### src/rtl/quad_steer_decoder_pkg.sv
// Shared types and Gray-step decoding for the steering quadrature decoder.
package quad_pkg;

  typedef enum logic [0:0] {
    INIT  = 1'b0,
    TRACK = 1'b1
  } state_e;

  localparam logic [1:0] Q00 = 2'b00;
  localparam logic [1:0] Q10 = 2'b10;
  localparam logic [1:0] Q11 = 2'b11;
  localparam logic [1:0] Q01 = 2'b01;

  // Position of a {A,B} code along the forward cycle 00->10->11->01.
  function automatic logic [1:0] gray_idx(input logic [1:0] q);
    case (q)
      Q00:     gray_idx = 2'd0;
      Q10:     gray_idx = 2'd1;
      Q11:     gray_idx = 2'd2;
      default: gray_idx = 2'd3;
    endcase
  endfunction

  // Returns {valid, dir, illegal} for a prev -> cur transition.
  function automatic logic [2:0] step_of(input logic [1:0] prev, input logic [1:0] cur);
    logic [1:0] delta;
    delta = gray_idx(cur) - gray_idx(prev);
    case (delta)
      2'd1:    step_of = 3'b110;
      2'd3:    step_of = 3'b100;
      2'd2:    step_of = 3'b001;
      default: step_of = 3'b000;
    endcase
  endfunction

endpackage

### src/rtl/quad_glitch_filter.sv
// Two-flop synchroniser plus hold-time filter for one raw quadrature line.
module quad_glitch_filter #(
  parameter int FILTER_LEN = 3
) (
  input  logic CLK,
  input  logic Reset_n,
  input  logic d,
  output logic q,
  output logic stable,
  output logic sync
);

  localparam logic [3:0] LAST = 4'(FILTER_LEN - 1);

  logic       s1_q, s1_d;
  logic       s2_q, s2_d;
  logic       filt_q, filt_d;
  logic [3:0] cnt_q, cnt_d;
  logic [3:0] run_q, run_d;
  logic [1:0] warm_q, warm_d;

  always_comb begin
    s1_d   = d;
    s2_d   = s1_q;
    filt_d = filt_q;
    cnt_d  = 4'd0;
    if (s2_q != filt_q) begin
      if (cnt_q == LAST) filt_d = s2_q;
      else               cnt_d  = cnt_q + 4'd1;
    end
    // warm_q tracks when s2 first carries a sampled value rather than its reset value;
    // run_q counts consecutive samples of the current s2 value, saturating at LAST.
    warm_d = {warm_q[0], 1'b1};
    run_d  = run_q;
    if (!warm_q[1] || (s1_q != s2_q)) run_d = 4'd0;
    else if (run_q != LAST)           run_d = run_q + 4'd1;
  end

  always_ff @(posedge CLK or negedge Reset_n) begin
    if (!Reset_n) begin
      s1_q   <= 1'b0;
      s2_q   <= 1'b0;
      filt_q <= 1'b0;
      cnt_q  <= 4'd0;
      run_q  <= 4'd0;
      warm_q <= 2'b00;
    end else begin
      s1_q   <= s1_d;
      s2_q   <= s2_d;
      filt_q <= filt_d;
      cnt_q  <= cnt_d;
      run_q  <= run_d;
      warm_q <= warm_d;
    end
  end

  // stable is high on the edge where the filter holds (or accepts) s2, so sync is its next q.
  assign q      = filt_q;
  assign stable = warm_q[1] && (run_q == LAST);
  assign sync   = s2_q;

endmodule

### src/rtl/quad_steer_decoder.sv
// Quadrature (A,B) to signed wheel position decoder with illegal-transition counting.
module quad_steer_decoder
  import quad_pkg::*;
#(
  parameter int FILTER_LEN = 3,
  parameter int CNT_W      = 8
) (
  input  logic             CLK,
  input  logic             Reset_n,
  input  logic             clear,
  input  logic             steer_a,
  input  logic             steer_b,
  output logic [CNT_W-1:0] position,
  output logic             step_valid,
  output logic             step_dir,
  output logic             illegal,
  output logic [7:0]       err_count,
  output logic             locked
);

  logic filt_a, filt_b, stable_a, stable_b, sync_a, sync_b;

  quad_glitch_filter #(.FILTER_LEN(FILTER_LEN)) u_filt_a (
    .CLK(CLK), .Reset_n(Reset_n), .d(steer_a), .q(filt_a), .stable(stable_a), .sync(sync_a)
  );

  quad_glitch_filter #(.FILTER_LEN(FILTER_LEN)) u_filt_b (
    .CLK(CLK), .Reset_n(Reset_n), .d(steer_b), .q(filt_b), .stable(stable_b), .sync(sync_b)
  );

  state_e           state_q, state_d;
  logic             locked_q, locked_d;
  logic [1:0]       prev_q, prev_d;
  logic [CNT_W-1:0] pos_q, pos_d;
  logic [7:0]       err_q, err_d;
  logic             valid_q, valid_d;
  logic             dir_q, dir_d;
  logic             ill_q, ill_d;
  logic [1:0]       cur;
  logic [2:0]       step;

  assign cur = {filt_a, filt_b};

  always_comb begin
    state_d  = state_q;
    locked_d = locked_q;
    prev_d   = prev_q;
    pos_d    = pos_q;
    err_d    = err_q;
    valid_d  = 1'b0;
    dir_d    = 1'b0;
    ill_d    = 1'b0;
    step     = 3'b000;
    case (state_q)
      INIT: begin
        if (stable_a && stable_b) begin
          state_d  = TRACK;
          locked_d = 1'b1;
          prev_d   = {sync_a, sync_b};
        end
      end
      TRACK: begin
        step                   = step_of(prev_q, cur);
        {valid_d, dir_d, ill_d} = step;
        prev_d                 = cur;
        if (valid_d) pos_d = dir_d ? pos_q + CNT_W'(1) : pos_q - CNT_W'(1);
        if (ill_d && (err_q != 8'hFF)) err_d = err_q + 8'd1;
      end
    endcase
    // clear wins over a same-cycle step or illegal event; the pulses still fire.
    if (clear) begin
      pos_d = '0;
      err_d = 8'd0;
    end
  end

  always_ff @(posedge CLK or negedge Reset_n) begin
    if (!Reset_n) begin
      state_q  <= INIT;
      locked_q <= 1'b0;
      prev_q   <= Q00;
      pos_q    <= '0;
      err_q    <= 8'd0;
      valid_q  <= 1'b0;
      dir_q    <= 1'b0;
      ill_q    <= 1'b0;
    end else begin
      state_q  <= state_d;
      locked_q <= locked_d;
      prev_q   <= prev_d;
      pos_q    <= pos_d;
      err_q    <= err_d;
      valid_q  <= valid_d;
      dir_q    <= dir_d;
      ill_q    <= ill_d;
    end
  end

  assign position   = pos_q;
  assign step_valid = valid_q;
  assign step_dir   = dir_q;
  assign illegal    = ill_q;
  assign err_count  = err_q;
  assign locked     = locked_q;

endmodule

### config.mk
export PLATFORM = sky130hd
export DESIGN_NAME = quad_steer_decoder
export DESIGN_NICKNAME = d
export VERILOG_FILES = /design/src/rtl/quad_steer_decoder_pkg.sv /design/src/rtl/quad_glitch_filter.sv /design/src/rtl/quad_steer_decoder.sv
export SDC_FILE = /design/constraint.sdc
export NUM_CORES = 1
export LEC_CHECK = 0
export BUFFER_PORTS_ARGS = -buffer_cell sky130_fd_sc_hd__clkbuf_2
export CORE_UTILIZATION = 50
export CTS_CLUSTER_SIZE = 14
export DETAILED_ROUTE_END_ITERATION = 12
export PLACE_DENSITY = 0.69
export SLEW_MARGIN = 0
export SYNTH_ARGS = -nofsm -noshare
export SYNTH_HDL_FRONTEND = slang
export SYNTH_HIERARCHICAL = 1
export SYNTH_SLANG_ARGS = --single-unit
### constraint.sdc
create_clock -name CLK -period 4.65 [get_ports CLK]
set_clock_uncertainty 0.1 [all_clocks]
set_input_delay 0.2325 -clock CLK [delete_from_list [all_inputs] [get_ports CLK]]
set_output_delay 0.2325 -clock CLK [all_outputs]
set_load 0.02 [all_outputs]
==> key figures <==
Global routing
  – Pin count of the biggest net entering global routing: 50
  – Top Usage Layer GRT: met2
  – GR Overflow Total: 0
  – Met2 Use GR: 29.4%
  – GR Layer Usage met1: between 20% and 30%
  – Vias in the first global route: ~1,800
  – First-pass GRT wire length: about 7400 um
  – GR Layer Usage met3: 2.88%
  – Initial antenna violation count: 0
  – GR Util All Layers: 17.9%

Power and ir drop
  – Power Density: between 500 and 600 nW/um2
  – Pleak: around 1.4 nW
  – Sw Ratio: a little under two fifths
  – Clock power frac: about a fifth
  – Psw: between 0.5 and 0.6 mW
  – Flop pwr share: a little over a third
  – Worst VDD drop: between 0.3 and 0.4 mV
  – Comb power frac: 43.8%
  – Internal Power: around 0.91 mW

Critical path
  – Cells on worst reg2reg path: 11
  – Critical path class: flip-flop to flip-flop
  – WP data arrival: between 3000 and 4000 ps
  – Crit-path max cell delay: roughly 630 ps
  – CP top delay family: adder cells
  – CP Launch Type: flip-flop
  – Crit end category: flip-flop
  – Worst R2R Start: u_filt_a/q
  – R2R Setup Slk: around 900 ps
  – Worst-path fanout max: 11
  – WP buf/inv: 1
  – Data required, critical path: approximately 4700 ps
  – Reg-to-Reg End: position[7]
  – Worst path slowest cell: xnor3_1
  – CP most frequent cell: ha_1
  – Cell Chain, Critical Path: inv_1, ha_1, ha_1, xnor3_1, nand2_1, ha_1, a21o_1, a31o_2, a211o_2, a21oi_1, mux2_2

Synthesis
  – Post-synth cell types: 49
  – Post-synthesis cell count: between 200 and 250
  – Commonest register cell after synthesis: dfrtp_1
  – Part of the Yosys area used for sequential elements: about 48%
  – Syn_area_per_cell: between 10 and 15 um2
  – #FFs+latches synth: around 50
  – Ys async rst share: 100%
  – Post-synth net total: 270
  – Synth Cell Area: between 2000 and 3000 um2
  – Synth warn: 6
  – Post-synth EDFFs: 0

Placed design
  – PortBufs: 24
  – Post-DP HPWL: 2990 um
  – Placer Congestion: approximately 0.77
  – Dpl ws: 917 ps

STA
  – Peak Freq: ~270 MHz
  – Setup-failing EPs final: 0
  – Hold Violations, Final: 0
  – Tmin final: 3750 ps
  – Slew Limit Fails: 0
  – Max_slew headroom: between 60% and 70%
  – Worst Slack Setup Final: between 900 and 1000 ps
  – Final period util: around four fifths
  – RSZ-0062 raised after global routing: false
  – Fin Setup TNS: 0 ps
  – Worst-margin pin slew: between 500 and 600 ps
  – Worst hold slack: 254 ps

Die
  – Die Area: about 5400 um2
  – Die width: ~74 um
  – Number of top-level pins: 25
  – Initial core utilization: between 50% and 60%
  – FP Rows: 25
  – Core area: roughly 4800 um2
  – Die Ht: between 70 and 80 um

Cells and area
  – Multi-input gate area: 1260 um2
  – Area growth syn-to-layout: 12.5%
  – Ant diodes: 0
  – Post-layout util: around 60%
  – # fillers: between 400 and 500
  – Fraction of layout cells with a size suffix above 1: between 15 and 20%
  – Fin nets: 300
  – Reg area: 1230 um2

Min path
  – Worst Hold Path Cells: 0
  – Worst hold path type: flip-flop to flip-flop
  – Hold endpoint: u_filt_b/warm_q[1]
  – Worst hold path startpoint: u_filt_b/warm_q[0]

Clock network
  – H-tree depth: 2
  – CTS Sinks: 49
  – CTS Buf Count: 5
  – Clk slew on worst S/H paths: roughly 90 ps
  – Clock latency on the worst-skew pair: 300 ps
  – CTS tree: done
  – Maximum clock path buffer count: 2
  – Clk root buf: clkbuf_8

Drt
  – WL/cell: ~12 um
  – DR iter-0 viols: 83
  – Final ANT Viol Nets: 0
  – TritonRoute pass-1 iters: 4
  – Vias: 1,756
  – DRC viols: 0
  – Vias per cell: 5.13
  – WL final: between 4000 and 5000 um

Status
  – Status: complete, no violations

Flow run
  – MaxCap Viol Count: 0
final cells by class:
cell class	count	area share, %
clock buffers	7	2.98
clock inverters	1	1.04
inverters	15	1.94
multi-input cells	175	43.4
flip-flops and latches	49	42.3
well taps	67	2.89
repair buffers	28	5.44
layout by cell type, fill, tap and decap left out, types with 2 or more instances in the layout:
cell type and instances:
nor4b_1 3, nor3b_4 2, nor2b_1 2, o21ai_0 6, dlygate4sd3_1 3, nor3b_1 2
clkbuf_8 6, nor4_1 3, nor2_1 27, nand3_1 8, clkbuf_2 24, ha_1 20
mux2i_1 3, nand2b_1 6, nor3_1 2, xnor2_1 14, nand2_1 17, mux2_2 3
a21oi_1 12, and2_2 3, inv_1 14, and4_1 2, nand3b_1 3, conb_1 2
a21o_1 3, nand4_1 3, dfrtp_1 49, xor2_1 5, nor2_2 3, or2_1 2
o211ai_1 3
synthesized netlist by cell type (all sizes together), types with 2 or more instances:
cell    count  area, um2
a21o        3       22.5
a21oi      12       60.1
and2        4       28.8
and3        2       13.8
and4        2       17.5
buf         2       16.3
clkbuf      2       7.51
conb        2       7.51
dfrtp      49       1230
ha         20        250
inv        14       52.6
mux2        4       45.0
mux2i       3       30.0
nand2      17       63.8
nand2b      6       37.5
nand3       8       40.0
nand3b      3       22.5
nand4       3       18.8
nor2       30        120
nor2b       2       12.5
nor3        3       26.3
nor3b       4       52.6
nor4        3       18.8
nor4b       3       26.3
o211ai      3       22.5
o21ai       6       30.0
or2         2       12.5
xnor2      14        123
xor2        5       43.8
cell families (layout without fill, tap and decap cells):
| logic type | after synthesis | in the layout | share of synthesized area, % |
|---|---|---|---|
| fa+ha+maj | 21 | 21 | 10.5 |
| xor+xnor | 20 | 20 | 7.33 |
| mux | 7 | 7 | 2.91 |
| simple gates | 93 | 93 | 20.1 |
| flops | 49 | 49 | 47.6 |
| buf+inv | 20 | 51 | 3.59 |
| other cells | 2 | 2 | 0.291 |
| compound gates | 32 | 32 | 7.67 |
through the flow:
stage | cells | area [um2] | power (mW)
after global routing | 342 | 2900 | 1.60
after global placement | 331 | 2750 | 1.15
after floorplan | 244 | 2580 | 1.08
after CTS | 342 | 2900 | 1.49
after detailed placement | 331 | 2750 | 1.17
final | 342 | 2900 | 1.48
how the worst max path moves through the flow:
stage	start	end	slack, ps	depth (start not counted)
final	u_filt_a/q	position[7]	900	11
after global routing	u_filt_a/q	position[7]	650	11
after CTS	u_filt_a/q	position[7]	890	11
after detailed placement	u_filt_a/q	position[7]	920	11
after global placement	u_filt_a/q	position[7]	1040	11
after floorplan	u_filt_a/q	position[7]	1320	12
layer usage:
metal | wire length, um | vias up | part of all wire (%)
met5 | 0 | - | 0
met2 | 1950 | 33 | 46
met1 | 2090 | 833 | 49
met4 | 77 | 0 | 1.8
li1 | - | 882 | -
met3 | 142 | 8 | 3.3
state kept, by name (all words and copies together) (netlist names), 2 cells and up:
signal / cells
err_count: 8
position: 8
u_filt_a/cnt_q: 4
u_filt_a/run_q: 4
u_filt_b/cnt_q: 4
u_filt_b/run_q: 4
prev_q: 2
u_filt_a/warm_q: 2
u_filt_b/warm_q: 2
power by group through the flow:
stage | Combinational [mW] | Clock (mW) | Sequential, mW
floorplan | 0.551 | 0 | 0.526
global placement | 0.625 | 0 | 0.525
detailed placement | 0.642 | 0 | 0.527
CTS | 0.648 | 0.321 | 0.519
global route | 0.740 | 0.337 | 0.525
finish | 0.646 | 0.311 | 0.518
what timing repair did:
| action | 4_1_cts | 5_1_grt |
|---|---|---|
| setup buffers | 0 | 0 |
| gates resized for setup | 0 | 0 |
| setup endpoints to repair | 0 | 0 |
| hold buffers | 3 | 0 |
| endpoints found under the hold margin | 51 | 0 |
(Power assumes the default switching activity.)
